### src/rtl/tt_sweep_pkg.sv
// Shared types and defaults for the truth-table sweep controller.
package tt_sweep_pkg;

  // Default geometry: a 4-input block held one cycle before each sample.
  localparam int N_IN_DEFAULT   = 4;
  localparam int SETTLE_DEFAULT = 1;

  // Sequencer states: wait for start, hold a vector, capture it, report.
  typedef enum logic [1:0] {
    IDLE,
    DRIVE,
    SAMPLE,
    DONE
  } sweep_state_t;

  // Width of a counter that must reach settle-1; never narrower than one bit.
  function automatic int timer_width(input int settle);
    return (settle > 1) ? $clog2(settle) : 1;
  endfunction

endpackage

### src/rtl/tt_settle_timer.sv
// Settle-time counter: cleared when a new vector goes out, counts while the
// vector is held, and flags when the hold has lasted SETTLE cycles.
module tt_settle_timer
  import tt_sweep_pkg::*;
#(
  parameter int SETTLE = SETTLE_DEFAULT
) (
  input  logic clk,
  input  logic rst,
  input  logic clear,
  input  logic enable,
  output logic expired
);

  localparam int            CW   = timer_width(SETTLE);
  localparam logic [CW-1:0] LAST = CW'(SETTLE - 1);

  logic [CW-1:0] count;

  // Count up while holding; park on the last value so expired stays stable.
  always_ff @(posedge clk or posedge rst) begin
    if (rst) begin
      count <= '0;
    end else if (clear) begin
      count <= '0;
    end else if (enable && !expired) begin
      count <= count + CW'(1);
    end
  end

  assign expired = (count == LAST);

endmodule

### src/rtl/tt_sweep_ctrl.sv
// Exhaustive truth-table sweeper: drives every input vector of a small
// combinational block in ascending order, captures its output and compares
// the result against an expected table latched at start.
module tt_sweep_ctrl
  import tt_sweep_pkg::*;
#(
  parameter int N_IN   = N_IN_DEFAULT,
  parameter int SETTLE = SETTLE_DEFAULT
) (
  input  logic                 clk,
  input  logic                 rst,
  input  logic                 start,
  input  logic [2**N_IN-1:0]   expected,
  output logic [N_IN-1:0]      dut_in,
  input  logic                 dut_out,
  output logic                 busy,
  output logic                 done,
  output logic [2**N_IN-1:0]   captured,
  output logic [N_IN:0]        mismatch_cnt,
  output logic                 err_valid,
  output logic [N_IN-1:0]      first_err,
  output logic                 pass
);

  localparam int              DEPTH    = 2**N_IN;
  localparam logic [N_IN-1:0] LAST_IDX = N_IN'(DEPTH - 1);

  sweep_state_t      state;
  logic [DEPTH-1:0]  expected_q;
  logic [N_IN-1:0]   idx;
  logic              timer_clear;
  logic              timer_enable;
  logic              settle_expired;
  logic              sample_miss;
  logic [N_IN:0]     mismatch_next;

  // The vector index is itself a register, so the driven vector is glitch-free.
  assign dut_in = idx;

  // Restart the hold timer whenever a new vector is about to be driven.
  assign timer_clear  = ((state == IDLE) && start) || (state == SAMPLE);
  assign timer_enable = (state == DRIVE);

  // Compare the block's output against the latched table for this vector;
  // the incremented count is needed so pass can include the final sample.
  assign sample_miss   = (dut_out != expected_q[idx]);
  assign mismatch_next = mismatch_cnt + (N_IN+1)'(sample_miss);

  tt_settle_timer #(
    .SETTLE (SETTLE)
  ) u_timer (
    .clk     (clk),
    .rst     (rst),
    .clear   (timer_clear),
    .enable  (timer_enable),
    .expired (settle_expired)
  );

  // Sweep sequencer with compare/accumulate; every output is registered here.
  always_ff @(posedge clk or posedge rst) begin
    if (rst) begin
      state        <= IDLE;
      idx          <= '0;
      expected_q   <= '0;
      busy         <= 1'b0;
      done         <= 1'b0;
      captured     <= '0;
      mismatch_cnt <= '0;
      err_valid    <= 1'b0;
      first_err    <= '0;
      pass         <= 1'b0;
    end else begin
      done <= 1'b0;
      case (state)
        IDLE: begin
          if (start) begin
            expected_q   <= expected;
            captured     <= '0;
            mismatch_cnt <= '0;
            err_valid    <= 1'b0;
            first_err    <= '0;
            pass         <= 1'b0;
            idx          <= '0;
            busy         <= 1'b1;
            state        <= DRIVE;
          end
        end

        DRIVE: begin
          if (settle_expired) begin
            state <= SAMPLE;
          end
        end

        SAMPLE: begin
          captured[idx] <= dut_out;
          if (sample_miss) begin
            mismatch_cnt <= mismatch_next;
            if (!err_valid) begin
              first_err <= idx;
              err_valid <= 1'b1;
            end
          end
          if (idx == LAST_IDX) begin
            done  <= 1'b1;
            pass  <= (mismatch_next == '0);
            state <= DONE;
          end else begin
            idx   <= idx + N_IN'(1);
            state <= DRIVE;
          end
        end

        DONE: begin
          busy  <= 1'b0;
          state <= IDLE;
        end

        default: begin
          state <= IDLE;
        end
      endcase
    end
  end

endmodule

### config.mk
export PLATFORM = sky130hd
export DESIGN_NAME = tt_sweep_ctrl
export DESIGN_NICKNAME = d
export VERILOG_FILES = /design/src/rtl/tt_sweep_pkg.sv /design/src/rtl/tt_settle_timer.sv /design/src/rtl/tt_sweep_ctrl.sv
export SDC_FILE = /design/constraint.sdc
export NUM_CORES = 1
export LEC_CHECK = 0
export ABC_AREA = 1
export BUFFER_PORTS_ARGS = -buffer_cell sky130_fd_sc_hd__buf_2
export CAP_MARGIN = 20
export CORE_MARGIN = 3
export CORE_UTILIZATION = 58
export DETAILED_ROUTE_END_ITERATION = 10
export GPL_TIMING_DRIVEN = 0
export PLACE_DENSITY = 0.86
export REMOVE_ABC_BUFFERS = 1
export SYNTH_ARGS = -nofsm -noshare
export SYNTH_HDL_FRONTEND = slang
export SYNTH_SLANG_ARGS = --single-unit
### constraint.sdc
create_clock -name clk -period 4.1 [get_ports clk]
set_clock_uncertainty 0.15 [all_clocks]
set_input_delay 0.205 -clock clk [delete_from_list [all_inputs] [get_ports clk]]
set_output_delay 0.205 -clock clk [all_outputs]
set_load 0.02 [all_outputs]
Word-level counts from Yosys, hierarchy flattened --
Cells that the tools add are included. W data, S select, Z words.
Cells by class: add/subtract/negate cells 3, order comparisons 2, eq/ne operators 11, mux-type cells 31, reduce and logical (&&, ||, !) cells 17
Operator list (count):
- $pmux W16 S2 | 1
- $bwmux W16 | 1
- $mux W16 | 1
- $mux W4 | 4
- $pmux W4 S2 | 2
- $mux W1 | 10
- $mux W5 | 2
- $ne A2 B2 Y1 const B | 5
- $pmux W5 S2 | 1
- $reduce_and A3 Y1 | 3
- $pmux W2 S4 | 1
- $reduce_and A2 Y1 | 4
- $mux W2 | 3
- $pmux W1 S2 | 3
- $reduce_bool A2 Y1 | 3
- $add A5 B1 Y5 | 1
- $logic_not A5 Y1 | 1
- $lt A4 B5 Y1 const B | 1
- $add A4 B1 Y4 const B | 1
- $bmux W1 S4 | 1
- $demux W1 S4 | 1
- $eq A2 B2 Y1 const B | 2
- $eq A4 B4 Y1 const B | 1
- $ge A4 B1 Y1 const B | 1
- 8 further kinds | 10
Storage, ports and cells: register bits after elaboration 52, bits of input ports 20

Depth between registers and ports, before layout --
word-level depth 7, gate-level depth with buffers 16, depth with buffers taken out 16

By module --
From an unflattened synthesis, not the netlist that was laid out.
Unflattened totals: cell total of the unflattened synthesis 307, area, all modules 2477.4 um2
By module, submodules not included:
- tt_sweep_ctrl | instances 1, cells an instance 301, area each 2431.1 um2, sequential area each 1276.2 um2
- tt_settle_timer | instances 1, cells an instance 6, area each 46.3 um2, sequential area each 25.0 um2

Least setup slack after synthesis --
OpenSTA, ideal clock, no wires.
path kind reg2reg, from register idx[0], in the netlist dut_in[0], to register pass, arrival 2.210 ns, data required time 3.840 ns, slack 1.630 ns, cell stages (with the launch flop) 15, path buffers 1, period minus slack after synthesis 2.470 ns, path through dfrtp_1 > buf_6 > nand2_1 > nand3_1 > nand2_1 > nand2_2 > nand2_2 > o21ai_2 > nand2_2 > inv_2 > ha_1 > ha_1 > nand3_1 > xnor2_1 > o41ai_1
On the way: longest elaborated chain between the ends 7
Ends and longest elaborated chain:
- start, declared | RTL line tt_sweep_ctrl.sv:30 | logic [N_IN-1:0] idx;
- start signal, assigned | RTL line tt_sweep_ctrl.sv:109 | idx <= idx + N_IN'(1);
- $bmux W1 S4 | RTL line tt_sweep_ctrl.sv:46 | assign sample_miss = (dut_out != expected_q[idx]);
- $mux W1 (not written as such) | RTL line tt_sweep_ctrl.sv:46
- $ne A1 B1 Y1 | RTL line tt_sweep_ctrl.sv:46
- $add A5 B1 Y5 | RTL line tt_sweep_ctrl.sv:47 | assign mismatch_next = mismatch_cnt + (N_IN+1)'(sample_miss);
- $logic_not A5 Y1 | RTL line tt_sweep_ctrl.sv:106 | pass <= (mismatch_next == '0);
- $mux W1 | RTL line tt_sweep_ctrl.sv:104 | if (idx == LAST_IDX) begin
- $pmux W1 S2 | RTL line tt_sweep_ctrl.sv:74 | case (state)
- end signal, assigned | RTL line tt_sweep_ctrl.sv:106
- end, declared | RTL line tt_sweep_ctrl.sv:22 | output logic pass
Parallel ways exist; a longest one is shown, timed or not. The select of a mux whose other input is x is not followed. A chain may end at the register's enable or synchronous reset.

Worst setup path after layout --
Ends and elaborated chain as after synthesis.

==> results.toml <==
[outcome]
outcome = "finished, final reports clean"

[clocking]
root_buffer = "clkbuf_8"
htree_levels = 2
cts_tree = "yes"
clk_path_buf_depth = 2
clk_pin_slew_worst_paths_ps = 90
clkSinkCount = 52
cts_buffers = 5
post_cts_buffers = 0
clock_latency_ps = 310

[synthesis]
synth_warnings = 0
yosysTopAreaCell = "dfrtp_1"
async_flop_share_pct = 100
synth_top_area_share_pct = 51.8
syn_inst = 299
synth_seq_cells = 52
syn_avg_cell_area_um2 = 8.40
synth_area_mm2 = 0.00251
synth.area.top_cells = "dfrtp_1, nand2_1, o21ai_1"
synth-edff-count = 0
synth_seq_area_share_pct = 51.8
yosysUniqueCellTypes = 30
synth_ff_type = "dfrtp_1"

[worst_hold_path]
worstHoldPathType = "in2reg"
holdCritStartpoint = "dut_out"

[power_and_ir_drop]
power_density_mw_per_mm2 = 624
ir_drop_mv = 0.354
leakagePower_nw = 1.66

[global_routing]
grt_pass1_vias = 2240
grtUsageTotal_pct = 26.0
grt_start_max_net_pins = 33
antenna_found_initial = 0
grt-ovfl-total = 0
grt_pass1_wl_mm = 10.4

[floorplan]
fp.dieH_um = 71.8
fp.dieW_um = 71.8
die-area_mm2 = 0.00516
initial_utilization_pct = 61.5
design.core.area_mm2 = 0.00409
io_pins = 53
rows = 23

[run]
cap_violations = 0

[cells_and_area]
final_common_cell = "nand2_1"
final_cell_mix = "nand2_1, dfrtp_1, buf_2"
diodes = 0
finalNetCount = 394
drive_gt1_share_pct = 24.5
fillers = 292
area_delta_synth_final_pct = 23.8

[sta]
hold_viol = 0
finalCritPeriodShare_pct = 71.1
final.setup.tns_ps = 0
rsz0062_at_grt = "false"
worst_pin_slew_ps = 525
slew_headroom_pct = 65.0
drv_slew = 0
finalSetupViolCount = 0
setup_slack_ps = 1180
period_needed_ps = 2920
fmax_ghz = 0.343

[detailed_routing]
dr.pass1.iters = 5
remaining_drc_errors = 0
vias = 2302
drt_iter0_drc = 215
via_per_inst = 5.51
routedWlPerCell_um = 14.7
drtAntennaViolNets = 0
totalWireLength_mm = 6.14

[worst_setup_path]
critPathSlowestCell = "dfrtp_1"
worstPathRequired_ps = 4150
worst_r2r_startpoint = "dut_in[0]$_DFFE_PP0P_"
r2r_slack_ps = 1180
critical_path_class = "reg2reg"
cp_slowest_stage_delay_ps = 580
path_cells = "inv_2 > nand2_1 > nand3_1 > nand2_1 > nand2_2 > nand2_2 > nor2_2 > nand2_2 > nand2_2 > inv_2 > ha_1 > ha_1 > xnor2_1 > nand4_1 > o41ai_1"
path_max_fanout = 16
worst_setup_path_end_kind = "register"
start_kind = "register"
startpoint = "dut_in[0]$_DFFE_PP0P_"
timing.critical_path.mode_cell = "nand2_2"
arrival_ps = 2960

[place]
routabilityCongestion = 0.820
pre_cts_ws_ps = 1280
dp_hpwl_mm = 3.88
io_buffer_count = 52
through the flow:
stage	instance area [µm²]	instances	util (%)	hold slack (ps)	power (mW)
floorplan	2470	291	-	165	1.29
global placement	2790	393	68.2	254	1.46
CTS	3110	418	76.1	53.9	1.91
detailed placement	2810	394	68.7	87.8	1.49
global route	3110	418	76.1	54.9	2.08
finish	3110	418	76.1	55.4	1.94
synthesized netlist by cell type (3+ instances only):
library cell / n
a21oi_1: 14
clkbuf_1: 6
clkinv_1: 6
dfrtp_1: 52
ha_1: 6
inv_1: 21
inv_2: 12
nand2_1: 78
nand2_2: 5
nand2_4: 3
nand3_1: 23
nor2_1: 19
o211ai_1: 3
o21ai_1: 25
o31ai_1: 3
xnor2_1: 3
logic make-up (layout without fill, tap and decap cells):
| group | Yosys count | in the layout | share of synthesized area, % |
|---|---|---|---|
| fa+ha+maj | 6 | 6 | 2.99 |
| flops | 52 | 52 | 51.8 |
| buf+inv | 48 | 117 | 7.82 |
| simple gates | 135 | 135 | 23.7 |
| xor+xnor | 3 | 3 | 1.05 |
| compound gates | 55 | 55 | 12.6 |
layer usage:
metal | up-vias | share of wire, % | global-route usage [%]
met5 | - | 0 | 0
met4 | 0 | 2.2 | 8.77
met3 | 24 | 6.1 | 6.31
met2 | 94 | 50 | 43.6
met1 | 1085 | 41 | 33.1
li1 | 1099 | - | -
registers in the layout, indices dropped and copies added (netlist names):
signal,cells
captured,16
busy,1
dut_in,4
mismatch_cnt,5
first_err,4
err_valid,1
done,1
u_timer.count,1
expected_q,16
state,2
pass,1
final cells by class:
class | instances | area [µm²] | area share [%]
clock buffers | 5 | 68.8 | 2.21
clock inverters | 2 | 60.1 | 1.93
inverters | 40 | 151 | 4.87
multi-input cells | 199 | 1010 | 32.6
flip-flops and latches | 52 | 1300 | 41.9
well taps | 50 | 62.6 | 2.01
repair buffers | 70 | 450 | 14.5
worst paths after layout:
kind                                              to  depth (start not counted)
setup / recovery                    pass$_DFFE_PP0P_                         15
hold / removal              captured[15]$_DFFE_PP0P_                          3
setup reg to reg                    pass$_DFFE_PP0P_                         15
hold reg to reg             first_err[1]$_DFFE_PP0P_                          2
max in group asynchronous   captured[14]$_DFFE_PP0P_                          4
min in group asynchronous  expected_q[7]$_DFFE_PP0P_                          3
worst max-delay path: cells and delay by family (launching register included):
family | cells | cell delay, ps
simple gates | 9 | 820
flops | 1 | 580
fa+ha+maj | 2 | 400
buf+inv | 2 | 310
compound gates | 1 | 280
xor+xnor | 1 | 240
repair_timing:
action / CTS / global route
gates resized for setup: 0 / 0
hold buffers: 17 / 0
hold endpoints to repair: 36 / 0
power breakdown:
part	leakage [nW]	internal, mW	total (mW)	switching [mW]
combinational	0.909	0.248	0.786	0.538
sequential	0.688	0.645	0.747	0.102
clock	0.0642	0.240	0.407	0.167
total	1.66	1.13	1.94	0.808
Power figures use the tool's default switching activity.
